==> config.mk <==
export PLATFORM = sky130hd
export DESIGN_NAME = fb_pixel_writer_flat
export DESIGN_NICKNAME = d
export VERILOG_FILES = /design/src/rtl/fb_pixel_writer_if.sv /design/src/rtl/fb_pixel_writer.sv /design/src/flat_wrapper.sv
export SDC_FILE = /design/constraint.sdc
export NUM_CORES = 1
export LEC_CHECK = 0
export BUFFER_PORTS_ARGS = -buffer_cell sky130_fd_sc_hd__buf_4
export CAP_MARGIN = 0
export CORE_ASPECT_RATIO = 1.75
export CORE_MARGIN = 2
export CORE_UTILIZATION = 35
export DETAILED_ROUTE_END_ITERATION = 12
export GPL_ROUTABILITY_DRIVEN = 1
export PLACE_DENSITY = 0.57
export SYNTH_ARGS = -nofsm -noshare
export SYNTH_HDL_FRONTEND = slang
export SYNTH_SLANG_ARGS = --single-unit
==> constraint.sdc <==
create_clock -name clk_in -period 2.7 [get_ports clk_in]
set_input_delay 0 -clock clk_in [delete_from_list [all_inputs] [get_ports clk_in]]
set_output_delay 0 -clock clk_in [all_outputs]
set_load 0.01 [all_outputs]
==> src/rtl/fb_pixel_writer_if.sv <==
// fb_pixel_writer_if: pixel-stream handshake, clear request and framebuffer write port.
// Latency: none, wires only.
// Backpressure: ready_out is driven by the writer and qualifies valid_in.
interface fb_pixel_writer_if #(
  parameter int COLOR_WIDTH = 8,
  parameter int ADDR_WIDTH  = 9
);
  logic                   valid_in;
  logic [19:0]            pixel_in;
  logic [COLOR_WIDTH-1:0] color_in;
  logic                   last_in;
  logic                   ready_out;
  logic                   clear_in;
  logic [COLOR_WIDTH-1:0] clear_color_in;
  logic                   busy_out;
  logic                   fb_we_out;
  logic [ADDR_WIDTH-1:0]  fb_addr_out;
  logic [COLOR_WIDTH-1:0] fb_data_out;
  logic                   tri_done_out;
  logic [15:0]            clipped_count_out;

  // Writer side.
  modport slave (
    input  valid_in, pixel_in, color_in, last_in, clear_in, clear_color_in,
    output ready_out, busy_out, fb_we_out, fb_addr_out, fb_data_out,
           tri_done_out, clipped_count_out
  );

  // Rasterizer / controller side.
  modport master (
    output valid_in, pixel_in, color_in, last_in, clear_in, clear_color_in,
    input  ready_out, busy_out, fb_we_out, fb_addr_out, fb_data_out,
           tri_done_out, clipped_count_out
  );
endinterface

==> src/rtl/fb_pixel_writer.sv <==
// fb_pixel_writer: writes rasterized pixels (clipped to the screen) into a framebuffer BRAM, plus a full-screen clear sweep.
// Latency: a beat accepted at edge N is on the BRAM write port in the cycle after edge N+1.
// Backpressure: ready_out drops while a clear is pending or running; beats stall until the sweep finishes.
module fb_pixel_writer #(
  parameter int WIDTH       = 40,
  parameter int HEIGHT      = 10,
  parameter int COLOR_WIDTH = 8,
  parameter int ADDR_WIDTH  = 9
) (
  input  logic             clk_in,
  input  logic             rst_in,
  fb_pixel_writer_if.slave bus
);
  typedef struct packed {
    logic [9:0] x;
    logic [9:0] y;
  } pixel_t;

  typedef enum logic {DRAW, CLEAR} state_t;

  // Counter runs one past the last address so the final write and the
  // return to DRAW land on separate edges; one spare bit avoids wrap.
  localparam int NPIX = WIDTH * HEIGHT;
  localparam logic [ADDR_WIDTH:0] CLEAR_END = (ADDR_WIDTH+1)'(NPIX);

  state_t                 state, state_d;
  logic                   clear_pending;
  logic [COLOR_WIDTH-1:0] clear_color;
  logic [ADDR_WIDTH:0]    clear_cnt;
  logic                   start_clear, clear_finish;

  pixel_t                 pix_in;
  logic                   ready, accept;

  logic                   s1_valid, s1_last, s1_inb;
  pixel_t                 s1_pix;
  logic [COLOR_WIDTH-1:0] s1_color;
  logic [ADDR_WIDTH-1:0]  lin_addr;

  logic                   s2_valid;
  logic                   fb_we, tri_done;
  logic [ADDR_WIDTH-1:0]  fb_addr;
  logic [COLOR_WIDTH-1:0] fb_data;
  logic [15:0]            clipped;

  assign pix_in   = bus.pixel_in;
  assign accept   = bus.valid_in && ready;
  assign lin_addr = ADDR_WIDTH'(32'(s1_pix.y) * 32'(WIDTH) + 32'(s1_pix.x));

  // Next-state and handshake decode; the clear starts only once the pipeline has drained.
  always_comb begin
    state_d      = state;
    ready        = 1'b0;
    start_clear  = 1'b0;
    clear_finish = 1'b0;
    case (state)
      DRAW: begin
        ready = rst_in && !clear_pending;
        if (clear_pending && !s1_valid && !s2_valid) begin
          state_d     = CLEAR;
          start_clear = 1'b1;
        end
      end
      CLEAR: begin
        if (clear_cnt == CLEAR_END) begin
          state_d      = DRAW;
          clear_finish = 1'b1;
        end
      end
      default: state_d = DRAW;
    endcase
  end

  // State register.
  always_ff @(posedge clk_in) begin
    if (!rst_in) state <= DRAW;
    else         state <= state_d;
  end

  // Clear request latch and sweep address counter; requests during a pending/active clear are dropped.
  always_ff @(posedge clk_in) begin
    if (!rst_in) begin
      clear_pending <= 1'b0;
      clear_color   <= '0;
      clear_cnt     <= '0;
    end else begin
      if (state == DRAW && !clear_pending && bus.clear_in) begin
        clear_pending <= 1'b1;
        clear_color   <= bus.clear_color_in;
      end
      if (clear_finish) clear_pending <= 1'b0;
      if (start_clear)                         clear_cnt <= '0;
      else if (state == CLEAR && !clear_finish) clear_cnt <= clear_cnt + 1'b1;
    end
  end

  // Stage 1: capture the accepted beat and its bounds check.
  always_ff @(posedge clk_in) begin
    if (!rst_in) begin
      s1_valid <= 1'b0;
      s1_pix   <= '0;
      s1_color <= '0;
      s1_last  <= 1'b0;
      s1_inb   <= 1'b0;
    end else begin
      s1_valid <= accept;
      if (accept) begin
        s1_pix   <= pix_in;
        s1_color <= bus.color_in;
        s1_last  <= bus.last_in;
        s1_inb   <= (32'(pix_in.x) < 32'(WIDTH)) && (32'(pix_in.y) < 32'(HEIGHT));
      end
    end
  end

  // Stage 2: drive the BRAM port from either the pixel pipeline or the clear sweep.
  always_ff @(posedge clk_in) begin
    if (!rst_in) begin
      s2_valid <= 1'b0;
      fb_we    <= 1'b0;
      fb_addr  <= '0;
      fb_data  <= '0;
      tri_done <= 1'b0;
      clipped  <= '0;
    end else begin
      s2_valid <= s1_valid;
      tri_done <= s1_valid && s1_last;
      if (state == CLEAR) begin
        fb_we   <= !clear_finish;
        fb_addr <= clear_cnt[ADDR_WIDTH-1:0];
        fb_data <= clear_color;
      end else begin
        fb_we   <= s1_valid && s1_inb;
        fb_addr <= lin_addr;
        fb_data <= s1_color;
      end
      if (start_clear)
        clipped <= '0;
      else if (s1_valid && !s1_inb && clipped != 16'hFFFF)
        clipped <= clipped + 16'd1;
    end
  end

  assign bus.ready_out         = ready;
  assign bus.busy_out          = clear_pending || (state == CLEAR) || s1_valid || s2_valid;
  assign bus.fb_we_out         = fb_we;
  assign bus.fb_addr_out       = fb_addr;
  assign bus.fb_data_out       = fb_data;
  assign bus.tri_done_out      = tri_done;
  assign bus.clipped_count_out = clipped;
endmodule

==> src/flat_wrapper.sv <==
// flat-port wrapper written by rule: the top's interface ports become plain ports
module fb_pixel_writer_flat 
#(
  parameter int WIDTH       = 40,
  parameter int HEIGHT      = 10,
  parameter int COLOR_WIDTH = 8,
  parameter int ADDR_WIDTH  = 9
)
  (clk_in, rst_in, bus_valid_in, bus_pixel_in, bus_color_in, bus_last_in, bus_clear_in, bus_clear_color_in, bus_ready_out, bus_busy_out, bus_fb_we_out, bus_fb_addr_out, bus_fb_data_out, bus_tri_done_out, bus_clipped_count_out);
  fb_pixel_writer_if #(.COLOR_WIDTH(COLOR_WIDTH), .ADDR_WIDTH(ADDR_WIDTH)) bus_i ();
  input  logic clk_in;
  input  logic rst_in;
  input wire logic [$bits(bus_i.valid_in)-1:0] bus_valid_in;
  input wire logic [$bits(bus_i.pixel_in)-1:0] bus_pixel_in;
  input wire logic [$bits(bus_i.color_in)-1:0] bus_color_in;
  input wire logic [$bits(bus_i.last_in)-1:0] bus_last_in;
  input wire logic [$bits(bus_i.clear_in)-1:0] bus_clear_in;
  input wire logic [$bits(bus_i.clear_color_in)-1:0] bus_clear_color_in;
  output wire logic [$bits(bus_i.ready_out)-1:0] bus_ready_out;
  output wire logic [$bits(bus_i.busy_out)-1:0] bus_busy_out;
  output wire logic [$bits(bus_i.fb_we_out)-1:0] bus_fb_we_out;
  output wire logic [$bits(bus_i.fb_addr_out)-1:0] bus_fb_addr_out;
  output wire logic [$bits(bus_i.fb_data_out)-1:0] bus_fb_data_out;
  output wire logic [$bits(bus_i.tri_done_out)-1:0] bus_tri_done_out;
  output wire logic [$bits(bus_i.clipped_count_out)-1:0] bus_clipped_count_out;
  assign bus_i.valid_in = bus_valid_in;
  assign bus_i.pixel_in = bus_pixel_in;
  assign bus_i.color_in = bus_color_in;
  assign bus_i.last_in = bus_last_in;
  assign bus_i.clear_in = bus_clear_in;
  assign bus_i.clear_color_in = bus_clear_color_in;
  assign bus_ready_out = bus_i.ready_out;
  assign bus_busy_out = bus_i.busy_out;
  assign bus_fb_we_out = bus_i.fb_we_out;
  assign bus_fb_addr_out = bus_i.fb_addr_out;
  assign bus_fb_data_out = bus_i.fb_data_out;
  assign bus_tri_done_out = bus_i.tri_done_out;
  assign bus_clipped_count_out = bus_i.clipped_count_out;
  fb_pixel_writer #(.WIDTH(WIDTH), .HEIGHT(HEIGHT), .COLOR_WIDTH(COLOR_WIDTH), .ADDR_WIDTH(ADDR_WIDTH)) u_core (.clk_in(clk_in), .rst_in(rst_in), .bus(bus_i));
endmodule
# After elaboration in Yosys (flattened, before gate mapping)
# Index checks and enable logic that the tools add are counted.
op_classes:
  n_bitwise: 2
  order_cmp: 2
  eq_ne: 2
  mul: 1
  reduce_logical: 22
  add_sub_neg: 3
  muxes: 10
ops:
  columns: ["operator", "n"]
  rows:
  - ["$add 16x1->16 const B", 1]
  - ["$ne 16x16->1 const B", 1]
  - ["$logic_and 1x1->1", 12]
  - ["$add 10x1->10 const B", 1]
  - ["$eq 10x9->1 const B", 1]
  - ["$lt 10x4->1 const B", 1]
  - ["$lt 10x6->1 const B", 1]
  - ["$mul 10x3->6 const B", 1]
  - ["$add 9x9->9", 1]
  - ["$mux 9", 1]
  - ["$mux 8", 1]
  - ["$mux 1", 7]
  - ["$logic_not 1->1", 5]
  - ["$reduce_or 2->1", 2]
  - ["$logic_or 1x1->1", 3]
  - ["$not 1->1", 2]
  - ["$pmux 1 s2", 1]
word_totals:
  elab_cells: 58
  register_bits: 86

# Depth between registers and ports, before layout
logic_depth:
  word_depth: 6
  depth_mapped: 9
  ltp_nobuf: 9

# Worst setup path before layout
# No wires, ideal clock.
synth_path:
  path_kind: "reg2reg"
  startpoint: "register u_core.s1_pix[1] (netlist name)"
  endpoint: "register u_core.fb_addr[8], in the netlist u_core.bus.fb_addr_out[8]"
  period_less_slack_ns: 2.049
  path_slack_ns: 0.651
  path_stages_with_launch: 10
  required_ns: 2.580
  path_buffers: 0
  arrival_time_ns: 1.928
  path_cell_list: "dfxtp_1 ha_1 ha_1 inv_1 fa_1 inv_1 ha_1 a21oi_1 xnor2_1 a21oi_1"
synth_between:
  elab_chain_cells: 3
synth_lines:
  columns: ["element", "line_no", "source"]
  rows:
  - ["from (decl)", "fb_pixel_writer.sv:36", "pixel_t s1_pix;"]
  - ["from (signal assigned)", "fb_pixel_writer.sv:108", "s1_pix <= pix_in;"]
  - ["$mul 10x3->6", "fb_pixel_writer.sv:48", "assign lin_addr = ADDR_WIDTH'(32'(s1_pix.y) * 32'(WIDTH) + 32'(s1_pix.x));"]
  - ["$add 9x9->9", "fb_pixel_writer.sv:48", null]
  - ["$mux 9", "fb_pixel_writer.sv:128", "if (state == CLEAR) begin"]
  - ["to (signal assigned)", "fb_pixel_writer.sv:130", "fb_addr <= clear_cnt[ADDR_WIDTH-1:0];"]
  - ["to (signal assigned)", "fb_pixel_writer.sv:134", "fb_addr <= lin_addr;"]
  - ["to (decl)", "fb_pixel_writer.sv:42", "logic [ADDR_WIDTH-1:0] fb_addr;"]
# Every way passes these cells.
# A chain may end at the register's enable or synchronous reset.

# Worst setup path after layout
layout_path:
  startpoint: "register u_core.s1_pix[1] (netlist name)"
  endpoint: "register u_core.fb_addr[7], in the netlist u_core.bus.fb_addr_out[7]"
# The elaborated chain is that of the path after synthesis.

==> run_results.csv <==
group,metric,value,unit
outcome,status,"finished clean",
job,maxCapViolations,0,
logic_synthesis,syn_area,3560,um^2
cells_and_area,stdcell_area,4910,um^2
logic_synthesis,synth_nets,455,
cells_and_area,layout-drive-gt1-share,21.7,%
timing,finalSetupTns,0,ns
placement,dp_hpwl,5700,um
worst_setup_path,crit_path_max_fanout,4,
logic_synthesis,yosysWarnings,0,
power_and_ir_drop,p_comb_share,13.5,%
logic_synthesis,synth_xor_area_share,7.14,%
routing,via_per_inst,4.73,
power_and_ir_drop,p_sw,758,uW
floorplanning,initial_core_util,35.9,%
grt,grt_pass1_wl,13200,um
worst_setup_path,r2r_end,"u_core.bus.fb_addr_out[7]",
timing,setup_violations,0,
worst_setup_path,r2r_setup_slack,0.55,ns
routing,wl,7950,um
floorplanning,die_height,137,um
logic_synthesis,synth_edf_count,0,
worst_setup_path,path_depth,9,
power_and_ir_drop,vdd_drop_max,0.315,mV
timing,grt_setup_unrepaired,"no",
clocking,clkSinkCount,82,
timing,maxSlewViolCount,0,
logic_synthesis,syn_inst,400,
clocking,cts_made_buffers,9,
floorplanning,die-area,11000,um^2
cells_and_area,fin_nets,561,
routing,first_pass_iters,4,
logic_synthesis,syn_avg_cell_area,8.90,um^2
grt,grt_overflow_total,0,
clocking,htree_levels,3,
routing,drtAntennaViolNets,0,
placement,portBuffers,77,
logic_synthesis,synthArstFlopShare,0,%
grt,antenna_found_initial,0,
power_and_ir_drop,power_density,627,nW/um^2
timing,post-route-min-period,2.15,ns
timing,setup_ws,0.552,ns
power_and_ir_drop,leakagePower,0.00196,uW
logic_synthesis,ys.flop_type,"dfxtp_1",
routing,drc,0,
clocking,post_cts_resized,0,
worst_setup_path,endpoint,"u_core.bus.fb_addr_out[7]",
cells_and_area,areaGrowthSynthToFinish,37.8,%
power_and_ir_drop,p_sw_share,24.7,%
floorplanning,coreArea,9910,um^2
clocking,clk_path_buf_depth,2,
clocking,worstSkewPairLatency,0.34,ns
timing,hold_violations,0,
floorplanning,rows,48,
worst_setup_path,crit_top_cell,"ha_1",
floorplanning,ios,78,
logic_synthesis,synth_cell_types,47,
placement,placed_cell_area,4260,um^2
routing,drt_iter0_drc,99,
logic_synthesis,synth_top_cell_area_share,46.1,%
logic_synthesis,synthTopCellsByCount,"dfxtp_1 (82), nand2_1 (79), nor2_1 (33), o21ai_0 (33), xnor2_1 (20)",
worst_setup_path,crit_family,"adder cells",
worst_setup_path,cp_cell_sequence,"ha_1, ha_1, inv_1, fa_1, inv_1, ha_1, xor2_1, o21ai_0, and2_1",
grt,first_global_vias,2952,
min_path,worstHoldPathCells,5,
placement,place_ws,0.535,ns
clocking,cts_root_buf,"clkbuf_16",
placement,gp_congestion,0.839,
worst_setup_path,crit_path_end_kind,"register",
worst_setup_path,crit_arrival,2.38,ns
worst_setup_path,worst-path-buf-inv,2,
cells_and_area,n_antenna_cell,0,
worst_setup_path,crit_start,"u_core.s1_pix[1]",
logic_synthesis,synth_mux_area_share,3.94,%
worst_setup_path,cp_slowest_stage_delay,0.48,ns
grt,grt_usage,15.3,%
grt,grt_max_degree,58,
min_path,hold_path.class,"input pin to register",
worst_setup_path,ff2ff_path_depth,9,
clocking,cts_tree,"done",
logic_synthesis,synth_compound_area_share,9.74,%
worst_setup_path,worstSetupStartpointType,"register",
power_and_ir_drop,p_int,2320,uW
power_and_ir_drop,power_frac_seq,43.1,%
logic_synthesis,yosysTopAreaCell,"dfxtp_1",
logic_synthesis,synthAdderAreaFrac,5.34,%
worst_setup_path,rr_startpoint,"u_core.s1_pix[1]",
timing,fin_skew,0.00781,ns
power_and_ir_drop,power_frac_clock,43.3,%
clocking,clk_pin_slew_worst_paths,0.06,ns
routing,wl_per_cell,12.5,um
timing,slew_headroom,48.2,%
worst_setup_path,slowest_stage,"fa_1",
logic_synthesis,yosysSeqAreaShare,46.1,%
worst_setup_path,cp.required,2.93,ns
floorplanning,dieWidth,80.2,um
logic_synthesis,ys_seq_elements,82,
timing,fmax,465,MHz
logic_synthesis,yosys.area_share.simple,24.6,%
logic_synthesis,synthMostInstantiatedCell,"dfxtp_1",
timing,finalCritPeriodShare,79.6,%
timing,worst_pin_slew,0.775,ns
routing,vias,3011,
logic_synthesis,ys_top_cells_by_area,"dfxtp_1 (46%), nand2_1 (8.3%), xnor2_1 (4.9%)",
worst_setup_path,worstSetupPathType,"register to register",
logic_synthesis,synth_top_family_by_area,"simple AND/OR/NAND/NOR gates",
power by group through the flow:
stage	Combinational [uW]	Sequential [uW]	Clock, uW
after detailed placement	385	1350	0
after CTS	424	1330	1370
after global placement	380	1350	0
after global routing	468	1330	1410
final	416	1330	1330
after floorplan	217	1360	0
through the flow:
stage | std cells | power, uW | utilization [%] | hold WS, ns
after global routing | 636 | 3220 | 49.5 | 0.156
after floorplan | 400 | 1570 | - | 0.109
final | 636 | 3070 | 49.5 | 0.112
after detailed placement | 588 | 1740 | 43.0 | 0.197
after global placement | 588 | 1730 | 43.0 | 0.198
after CTS | 636 | 3120 | 49.5 | 0.0978
cells by family (layout without fill, tap and decap cells):
group                    after synthesis  after routing
buffers and inverters                 26            137
flip-flops                            82             82
AND/OR/NAND/NOR                      176            176
adder cells (fa/ha/maj)               14             14
AO/OA/AOI/OAI                         59             59
multiplexers                          14             14
XOR/XNOR                              29             29
flip-flops by register name, indices dropped and copies added, names as in the netlist, 8 cells and up:
| register | count |
|---|---|
| u_core.clear_cnt | 10 |
| u_core.bus.clipped_count_out | 16 |
| u_core.clear_color | 8 |
| u_core.s1_color | 8 |
| u_core.s1_pix | 15 |
| u_core.bus.fb_data_out | 8 |
| u_core.bus.fb_addr_out | 9 |
timing repair:
item / CTS / global route
hold buffers: 32 / 0
buffers inserted: 0 / 0
endpoints found under the hold margin: 32 / 0
tightest hold or removal path: stages:
cell     delay [ns]
buf_4          0.07
or4_1          0.09
nor4_1         0.05
mux2i_1        0.13
nor2b_1        0.06
layout make-up:
type                            count  area (um^2)
Clock inverter                      7          100
Fill cell                         967         5000
Inverter                            7         26.3
Timing Repair Buffer              114          948
Sequential cell                    82         1640
Clock buffer                        9          225
Multi-Input combinational cell    292         1810
Tap cell                          125          156
metal layers:
metal  vias to the layer above  wire length [um]  global-route usage (%)  share of wire (%)
li1                       1549                 -                       -                  -
met1                      1388              3310                    16.7                 42
met2                        62              4200                    27.6                 53
met3                        12               269                    3.34                3.4
met4                         0               171                    6.87                2.2
met5                         -                 0                       0                  0
layout by cell type, fill, tap and decap left out, types with 3 or more instances in the layout:
master / n
nor2b_1: 15
o21ai_0: 33
mux2i_1: 14
xnor2_1: 20
nor2_1: 33
dlygate4sd3_1: 32
ha_1: 12
inv_1: 6
nand2_1: 79
xor2_1: 9
and2_1: 4
a21oi_1: 8
dfxtp_1: 82
and3_1: 4
nor3_1: 7
nand3_1: 5
nand4_1: 8
clkbuf_16: 9
a21boi_0: 9
nor4b_2: 3
buf_4: 81
worst min path at each step:
stage                     from                  to  slack, ns
5_1_grt        bus_pixel_in[7]       u_core.s1_inb       0.16
3_3_place_gp   bus_color_in[1]  u_core.s1_color[1]       0.20
4_1_cts        bus_pixel_in[7]       u_core.s1_inb        0.1
3_5_place_dp   bus_color_in[7]  u_core.s1_color[7]       0.20
2_1_floorplan  bus_color_in[0]  u_core.s1_color[0]       0.11
6_report       bus_pixel_in[7]       u_core.s1_inb       0.11
No activity file was read; power rests on OpenSTA's default activity.
